## config.mk

```make
export PLATFORM = sky130hd
export DESIGN_NAME = triumph_fetch_unit
export DESIGN_NICKNAME = d
export VERILOG_FILES = /design/src/rtl/triumph_pkg.sv /design/src/rtl/triumph_fetch_fifo.sv /design/src/rtl/triumph_fetch_unit.sv
export SDC_FILE = /design/constraint.sdc
export NUM_CORES = 1
export LEC_CHECK = 0
export BUFFER_PORTS_ARGS = -buffer_cell sky130_fd_sc_hd__buf_2
export CORE_MARGIN = 10
export CORE_UTILIZATION = 40
export DETAILED_ROUTE_END_ITERATION = 8
export PLACE_DENSITY = 0.66
export SLEW_MARGIN = 0
export SYNTH_ARGS = -nofsm -noshare
export SYNTH_HDL_FRONTEND = slang
export SYNTH_SLANG_ARGS = --single-unit
```

## constraint.sdc

```tcl
create_clock -name clk_i -period 11.2 [get_ports clk_i]
set_clock_uncertainty 0.2 [all_clocks]
set_input_delay 0.56 -clock clk_i [delete_from_list [all_inputs] [get_ports clk_i]]
set_output_delay 0.56 -clock clk_i [all_outputs]
set_load 0.02 [all_outputs]
```

## src/rtl/triumph_pkg.sv

```systemverilog
// Shared constants and the prefetch entry layout for the triumph fetch stage.
package triumph_pkg;

    localparam int unsigned INSTR_WIDTH       = 32;
    localparam logic [31:0] PC_INCR           = 32'd4;
    localparam logic [31:0] DEFAULT_BOOT_ADDR = 32'h0000_0000;

    // One prefetched instruction travels with the PC it was fetched from.
    typedef struct packed {
        logic [31:0]            pc;
        logic [INSTR_WIDTH-1:0] data;
    } fetch_entry_t;

endpackage

```

## src/rtl/triumph_fetch_fifo.sv

```systemverilog
// Synchronous prefetch FIFO with registered head outputs that hold their last
// contents while empty; flush overrides push and pop.
module triumph_fetch_fifo #(
    parameter int unsigned WIDTH = 64,
    parameter int unsigned DEPTH = 4
) (
    input  logic                       clk_i,
    input  logic                       rst_i,
    input  logic                       push,
    input  logic [WIDTH-1:0]           wdata,
    input  logic                       pop,
    input  logic                       flush,
    output logic [$clog2(DEPTH):0]     count,
    output logic                       head_valid,
    output logic [WIDTH-1:0]           head_data
);

    localparam int unsigned PW = $clog2(DEPTH);
    localparam int unsigned CW = PW + 1;

    logic [WIDTH-1:0] mem [DEPTH];
    logic [PW-1:0]    wr_ptr;
    logic [PW-1:0]    rd_ptr;
    logic [CW-1:0]    count_q;

    logic             do_pop;
    logic             do_push;
    logic [CW-1:0]    count_after_pop;
    logic [CW-1:0]    count_next;
    logic [PW-1:0]    rd_next;
    logic [WIDTH-1:0] head_next;

    assign do_pop  = pop && (count_q != '0);
    assign do_push = push && ((count_q != CW'(DEPTH)) || do_pop);
    assign count   = count_q;

    // The head register is loaded with whatever will sit at the front after
    // this edge; a lone entry being pushed into an emptied FIFO comes from wdata.
    always_comb begin
        count_after_pop = count_q - CW'(do_pop);
        rd_next         = rd_ptr + PW'(do_pop);
        count_next      = count_after_pop + CW'(do_push);
        head_next       = (count_after_pop == '0) ? wdata : mem[rd_next];
    end

    always_ff @(posedge clk_i) begin
        if (do_push && !flush) begin
            mem[wr_ptr] <= wdata;
        end
    end

    always_ff @(posedge clk_i or posedge rst_i) begin
        if (rst_i) begin
            wr_ptr     <= '0;
            rd_ptr     <= '0;
            count_q    <= '0;
            head_valid <= 1'b0;
            head_data  <= '0;
        end else if (flush) begin
            wr_ptr     <= '0;
            rd_ptr     <= '0;
            count_q    <= '0;
            head_valid <= 1'b0;
        end else begin
            if (do_push) begin
                wr_ptr <= wr_ptr + PW'(1);
            end
            rd_ptr     <= rd_next;
            count_q    <= count_next;
            head_valid <= (count_next != '0);
            if (count_next != '0) begin
                head_data <= head_next;
            end
        end
    end

endmodule

```

## src/rtl/triumph_fetch_unit.sv

```systemverilog
// Instruction fetch stage: request/grant memory handshake with credit-limited
// prefetch, PC redirect and discard of stale in-flight responses.
module triumph_fetch_unit
    import triumph_pkg::*;
#(
    parameter logic [31:0] BOOT_ADDR  = DEFAULT_BOOT_ADDR,
    parameter int unsigned FIFO_DEPTH = 4
) (
    input  logic        clk_i,
    input  logic        rst_i,
    output logic        instr_req_o,
    output logic [31:0] instr_addr_o,
    input  logic        instr_gnt_i,
    input  logic        instr_rvalid_i,
    input  logic [31:0] instr_rdata_i,
    input  logic        branch_i,
    input  logic [31:0] branch_addr_i,
    input  logic        id_ready_i,
    output logic        instr_valid_id_o,
    output logic [31:0] instr_data_id_o,
    output logic [31:0] instr_pc_id_o
);

    localparam int unsigned CW = $clog2(FIFO_DEPTH) + 1;

    logic [31:0]  req_pc;
    logic [31:0]  rsp_pc;
    logic [CW-1:0] outstanding;
    logic [CW-1:0] drop;
    logic [CW-1:0] fifo_count;
    logic [CW:0]   credits_used;
    logic          grant;
    logic          rsp;
    logic          keep;
    logic [31:0]   branch_target;
    logic          unused_addr_bits;
    fetch_entry_t  push_entry;
    fetch_entry_t  head_entry;

    // Entries queued plus requests in flight may never exceed the FIFO size,
    // so every granted response is guaranteed a slot.
    assign credits_used  = {1'b0, fifo_count} + {1'b0, outstanding};
    assign instr_req_o   = !rst_i && !branch_i && (credits_used < (CW+1)'(FIFO_DEPTH));
    assign instr_addr_o  = req_pc;
    assign grant         = instr_req_o && instr_gnt_i;
    assign rsp           = instr_rvalid_i && (outstanding != '0);
    assign keep          = rsp && (drop == '0) && !branch_i;
    assign branch_target = {branch_addr_i[31:2], 2'b00};
    assign unused_addr_bits = ^branch_addr_i[1:0];

    assign push_entry.pc   = rsp_pc;
    assign push_entry.data = instr_rdata_i;

    always_ff @(posedge clk_i or posedge rst_i) begin
        if (rst_i) begin
            req_pc      <= BOOT_ADDR;
            rsp_pc      <= BOOT_ADDR;
            outstanding <= '0;
            drop        <= '0;
        end else if (branch_i) begin
            // Everything still in flight belongs to the old path, except a
            // response landing right now, which is discarded on the spot.
            req_pc      <= branch_target;
            rsp_pc      <= branch_target;
            outstanding <= outstanding - CW'(rsp);
            drop        <= outstanding - CW'(rsp);
        end else begin
            if (grant) begin
                req_pc <= req_pc + PC_INCR;
            end
            outstanding <= outstanding + CW'(grant) - CW'(rsp);
            if (rsp) begin
                if (drop != '0) begin
                    drop <= drop - CW'(1);
                end else begin
                    rsp_pc <= rsp_pc + PC_INCR;
                end
            end
        end
    end

    triumph_fetch_fifo #(
        .WIDTH ($bits(fetch_entry_t)),
        .DEPTH (FIFO_DEPTH)
    ) u_fifo (
        .clk_i      (clk_i),
        .rst_i      (rst_i),
        .push       (keep),
        .wdata      (push_entry),
        .pop        (instr_valid_id_o && id_ready_i),
        .flush      (branch_i),
        .count      (fifo_count),
        .head_valid (instr_valid_id_o),
        .head_data  (head_entry)
    );

    assign instr_data_id_o = head_entry.data;
    assign instr_pc_id_o   = head_entry.pc;

endmodule

```

### Word-level counts from Yosys, hierarchy flattened

Memory sizes are Yosys's and may differ from the RTL's.
Cells that the tools add are included.

| storage, ports and cells | value |
|---|---|
| flip-flop bits (word level) | 142 |
| bits in writable memories | 256 |
| input port bits | 70 |
| output and inout port bits | 98 |
| memories | 1 |

| cells by class | value |
|---|---|
| add/subtract/negate cells | 11 |
| magnitude comparators | 1 |
| eq/ne operators | 2 |
| mux-type cells | 17 |
| bitwise operators | 1 |
| reductions and logical operators | 26 |

Memory list:

| memory | depth | width | rd ports | clocked after memory_dff | wr ports | line | text |
|---|---|---|---|---|---|---|---|
| u_fifo.mem | 4 | 64 | 1 | 0 | 1 | triumph_fetch_fifo.sv:21 | `logic [WIDTH-1:0] mem [DEPTH];` |

Operators with widths:

| cell | count |
|---|---|
| $mux 32 | 5 |
| $add 32x3->32 const B | 2 |
| $mux 64 | 1 |
| $mux 3 | 5 |
| $reduce_bool 3->1 | 4 |
| $logic_and 1x1->1 | 10 |
| $sub 3x1->3 | 3 |
| $reduce_bool 2->1 | 4 |
| $add 3x1->3 | 2 |
| $logic_not 3->1 | 2 |
| $mux 2 | 3 |
| $reduce_and 2->1 | 3 |
| $add 3x3->4 | 1 |
| $lt 4x3->1 const B | 1 |
| $mux 1 | 3 |
| $ne 3x3->1 const B | 1 |
| $sub 3x1->3 const B | 1 |
| $add 2x1->2 | 1 |
| $add 2x1->2 const B | 1 |
| $logic_not 1->1 | 2 |
| $ne 2x2->1 const B | 1 |
| $logic_or 1x1->1 | 1 |
| $not 1->1 | 1 |

### Logic depth before layout (Yosys ltp)

| logic depth | value |
|---|---|
| depth after elaboration | 8 |
| mapped depth | 15 |
| mapped depth without buffers | 12 |

### Cells and area by module

From an unflattened synthesis, not the netlist that was laid out.

| unflattened totals | value |
|---|---|
| cell total of the unflattened synthesis | 1149 |
| area total of the unflattened synthesis | 16382.0 um^2 |

By module, submodules not included:

| module | times used | cells each | area each (um^2) | seq. area each (um^2) |
|---|---|---|---|---|
| triumph_fetch_fifo | 1 | 731 | 12575.8 | 9489.1 |
| triumph_fetch_unit | 1 | 418 | 3806.2 | 1651.6 |

### Least setup slack after synthesis

Ideal clock, no wire load.

| timing | value |
|---|---|
| kind | input -> register |
| from | in instr_rvalid_i |
| to | mem u_fifo.mem[0][0], enable pin |
| setup time | 426 ps |
| arrival | 2839 ps |
| slack | 7734 ps |
| stages | 5 |
| path through | o31a_2 > and2_1 > and3_1 > clkbuf_1 > and2_1 |

| on the way | value |
|---|---|
| longest elaborated chain between the ends | 7 |

RTL lines:

| item | line | text |
|---|---|---|
| start: declaration | triumph_fetch_unit.sv:14 | `input logic instr_rvalid_i,` |
| $logic_and 1x1->1 | triumph_fetch_unit.sv:46 | `assign rsp = instr_rvalid_i && (outstanding != '0);` |
| $logic_and 1x1->1 (2 in series) | triumph_fetch_unit.sv:47 | `assign keep = rsp && (drop == '0) && !branch_i;` |
| $logic_and 1x1->1 | triumph_fetch_fifo.sv:34 | `assign do_push = push && ((count_q != CW'(DEPTH)) \|\| do_pop);` |
| $logic_and 1x1->1 | triumph_fetch_fifo.sv:47 | `if (do_push && !flush) begin` |
| $mux 1 | triumph_fetch_fifo.sv:47 |  |
| $mux 1 (not written as such) | triumph_fetch_fifo.sv:48 | `mem[wr_ptr] <= wdata;` |
| end: declaration | triumph_fetch_fifo.sv:21 |  |

Every way passes these cells.

### Worst setup path in the final report

| timing | value |
|---|---|
| from | in rst_i |
| to | reg outstanding[2] |

| on the way | value |
|---|---|
| longest elaborated chain between the ends | 7 |

RTL lines:

| item | line | text |
|---|---|---|
| start: declaration | triumph_fetch_unit.sv:10 | `input logic rst_i,` |
| $logic_not 1->1 (no line) | - |  |
| $logic_and 1x1->1 (2 in series) | triumph_fetch_unit.sv:43 | `assign instr_req_o = !rst_i && !branch_i && (credits_used < (CW+1)'(FIFO_DEPTH));` |
| $logic_and 1x1->1 | triumph_fetch_unit.sv:45 | `assign grant = instr_req_o && instr_gnt_i;` |
| $add 3x1->3 | triumph_fetch_unit.sv:71 | `outstanding <= outstanding + CW'(grant) - CW'(rsp);` |
| $sub 3x1->3 | triumph_fetch_unit.sv:71 |  |
| $mux 3 | triumph_fetch_unit.sv:60 | `end else if (branch_i) begin` |
| end signal: assignment | triumph_fetch_unit.sv:65 | `outstanding <= outstanding - CW'(rsp);` |
| end signal: assignment | triumph_fetch_unit.sv:71 |  |
| end: declaration | triumph_fetch_unit.sv:28 | `logic [CW-1:0] outstanding;` |

Every way passes these cells.
A chain may end at the register's enable or synchronous reset.

==> results.ini <==
[route]
drt_iter0_drc=553
drtAntennaViolNets=0
drc_errors=0
vias=9274
first_pass_iters=5
vias_per_cell=5.23
route.detailed.wl_per_inst_um=20.4
wl_um=36200

[sta]
max_freq_mhz=254
rsz0062_at_grt=no
worst_pin_slew_ns=1.03
maxSlewViolCount=0
hold_viol=0
finalCriticalPeriod_ns=3.94
setup_tns_ns=0
slew_headroom_pct=31.7
finalSetupViolCount=0
period_share_pct=35.2

[global_route]
grtUsageTotal_pct=15.0
gr-max-usage-layer=met2
grt_util_met2_pct=22.8
grtUsageMet1_pct=21.0
antenna_found_initial=0
met3_usage_pct=3.69
grt_max_degree=74
grt_pass1_wl_um=56600
first_global_vias=9608
globalRouteOverflowTotal=0

[yosys]
yosysWarnings=0
synth_compound_area_share_pct=5.49
syn_area_mm2=0.0161
syn_avg_cell_area_um2=15.3
synth_seq_cells=384
synthXorXnorAreaFrac_pct=2.27
syn_inst=1051
ys_seq_area_share_pct=67.5
yosys.area_share.simple_pct=7.87
yosys.area_share.adder_pct=1.60
synth_top_family_by_area=multiplexers
synth_mux_area_share_pct=13.0
ys_types=55

[run]
maxCapViolations=0

[floorplan]
die-area_mm2=0.0486
io_pins=168
start_util_pct=40.4
dieHeight_um=220
dieWidth_um=220
coreArea_mm2=0.0397
rows=73

[cts]
htreeDepth=2
clk_transition_reported_paths_ns=0.06
cts-root-buf=clkbuf_16
cts_buffer_depth=3
cts.sinks=384
numCtsBuffers=43
cts_tree=yes
post_cts_buffers=0
clock_latency_ns=0.55

[placed_design]
port_buffers=161
hpwl_um=21900
gp_congestion=0.825
placedCellCount=1693

[setup_path]
start_kind=input port
slowest_delay_ns=0.81
cp-end-kind=register
crit_family=simple AND/OR/NAND/NOR gates
path_max_fanout=23
arrival_ns=4.22
crit_required_ns=11.48
path_class=in -> reg
path_cells=dlygate4sd3_1 -> buf_2 -> nor4_1 -> and4_1 -> inv_2 -> ha_1 -> inv_1 -> ha_1 -> fa_1 -> xor2_1 -> o21ai_0 -> xor2_1
critPathSlowestCell=and4_1
worstPathBufferInverterCount=4

[outcome]
status=complete, no violations

[finish]
final_nets=1304
antenna_cells=0
fin_cells=1773
drive_gt1_share_pct=26.0
area_growth_pct=17.1

[min_path]
hold_class=in -> reg

[power]
max-vdd-ir-drop_v=0.0000991
p_total_mw=3.88
power.leakage_nw=7.46
pwr_density_cell_mw_per_mm2=206

## kinds of logic after synthesis
logic type / after synthesis
flip-flops: 384
AND/OR/NAND/NOR: 243
AO/OA/AOI/OAI: 153
multiplexers: 131
buffers and inverters: 79
XOR/XNOR: 40
adder cells (fa/ha/maj): 20
other: 1
## worst paths after layout
check	cells after the start	slack [ns]	end	startpoint
max	12	7.26	outstanding[2]	rst_i
max in group asynchronous	4	8.83	u_fifo.count[2]	rst_i
min	1	0.04	u_fifo.mem[3][25]	instr_rdata_i[25]
min in group asynchronous	3	0.50	outstanding[1]	rst_i
min reg2reg	2	0.27	u_fifo.head_data[12]	u_fifo.head_data[12]
max reg2reg	11	7.29	outstanding[2]	u_fifo.count[2]
## where the power goes
part           switching (mW)  internal, mW  total, mW
clock                   0.553         0.839       1.39
sequential              0.115          1.69       1.80
combinational           0.444         0.240      0.684
## layout by cell type, fill, tap and decap left out, drive strengths merged, types with 9 or more instances in the layout
cell,n
and2,11
and3,9
buf,169
clkbuf,64
clkinv,11
dfrtp,136
edfxtp,248
ha,19
inv,24
mux2i,65
mux4,62
nand2,117
nand3,21
nand4,31
nor2,17
nor3,9
o211ai,12
o21ai,108
o311ai,11
xnor2,20
xor2,19
## registers in the layout, indices dropped and copies added, names as in the netlist
name               flops
u_fifo.head_valid      1
u_fifo.wr_ptr          2
u_fifo.rd_ptr          2
u_fifo.count           3
rsp_pc                30
u_fifo.head_data      62
outstanding            3
drop                   3
instr_addr_o          30
u_fifo.mem           248
## per-layer routing
metal,routed length (um),share of wire [%],vias to the layer above
li1,-,-,4350
met1,16700,46,4622
met2,16300,45,256
met3,2460,6.8,46
met4,700,1.9,0
met5,0,0,-
## stage by stage
stage,hold slack [ns],setup slack [ns],area (um^2),util [%]
after floorplan,0.296,6.80,16100,-
after global placement,0.257,6.79,17400,43.8
after detailed placement,0.265,6.75,17400,43.8
after CTS,0.00492,7.31,18800,47.3
after global routing,0.0286,6.97,18800,47.3
final,0.0432,7.26,18800,47.3
## cells in the mapped netlist (all sizes together)
| library cell | count | area, um^2 |
|---|---|---|
| a311oi | 1 | 8.76 |
| nand2 | 117 | 439 |
| o31ai | 1 | 7.51 |
| and2b | 1 | 8.76 |
| or4 | 2 | 15.0 |
| or2 | 2 | 12.5 |
| xnor2 | 20 | 175 |
| nor3 | 9 | 45.0 |
| fa | 1 | 20.0 |
| a21oi | 8 | 40.0 |
| dfrtp | 136 | 3400 |
| o21ai | 108 | 541 |
| o311ai | 11 | 96.3 |
| a41oi | 1 | 8.76 |
| a31o | 3 | 26.3 |
| o31a | 1 | 10.0 |
| and2 | 11 | 71.3 |
| clkbuf | 28 | 106 |
| o221ai | 1 | 8.76 |
| nor4b | 1 | 23.8 |
| a211oi | 1 | 7.51 |
| a21o | 2 | 15.0 |
| conb | 1 | 3.75 |
| nor2 | 17 | 63.8 |
| nand2b | 2 | 12.5 |
| xor2 | 19 | 166 |
| inv | 24 | 90.1 |
| o211a | 1 | 10.0 |
| mux2 | 4 | 45.0 |
| a31oi | 2 | 12.5 |
| and3 | 9 | 56.3 |
| mux2i | 65 | 651 |
| and4 | 8 | 70.1 |
| xnor3 | 1 | 22.5 |
| nor3b | 1 | 7.51 |
| o211ai | 12 | 90.1 |
| nor2b | 4 | 25.0 |
| mux4 | 62 | 1400 |
| buf | 27 | 155 |
| nand4 | 31 | 200 |
| edfxtp | 248 | 7450 |
| nand3 | 21 | 110 |
| nor4 | 7 | 104 |
| ha | 19 | 238 |
## final cells by class
class,count,area [um^2]
Multi-Input combinational cell,591,4930
Clock buffer,64,1250
Inverter,24,95.1
Clock inverter,15,154
Fill cell,3459,20900
Timing Repair Buffer,170,876
Sequential cell,384,10900
Tap cell,525,657
## timing repair
item | 4_1_cts | 5_1_grt
hold endpoints to repair | 50 | 0
gates resized for setup | 0 | 0
hold buffers | 1 | 0
(Power assumes the default switching activity.)
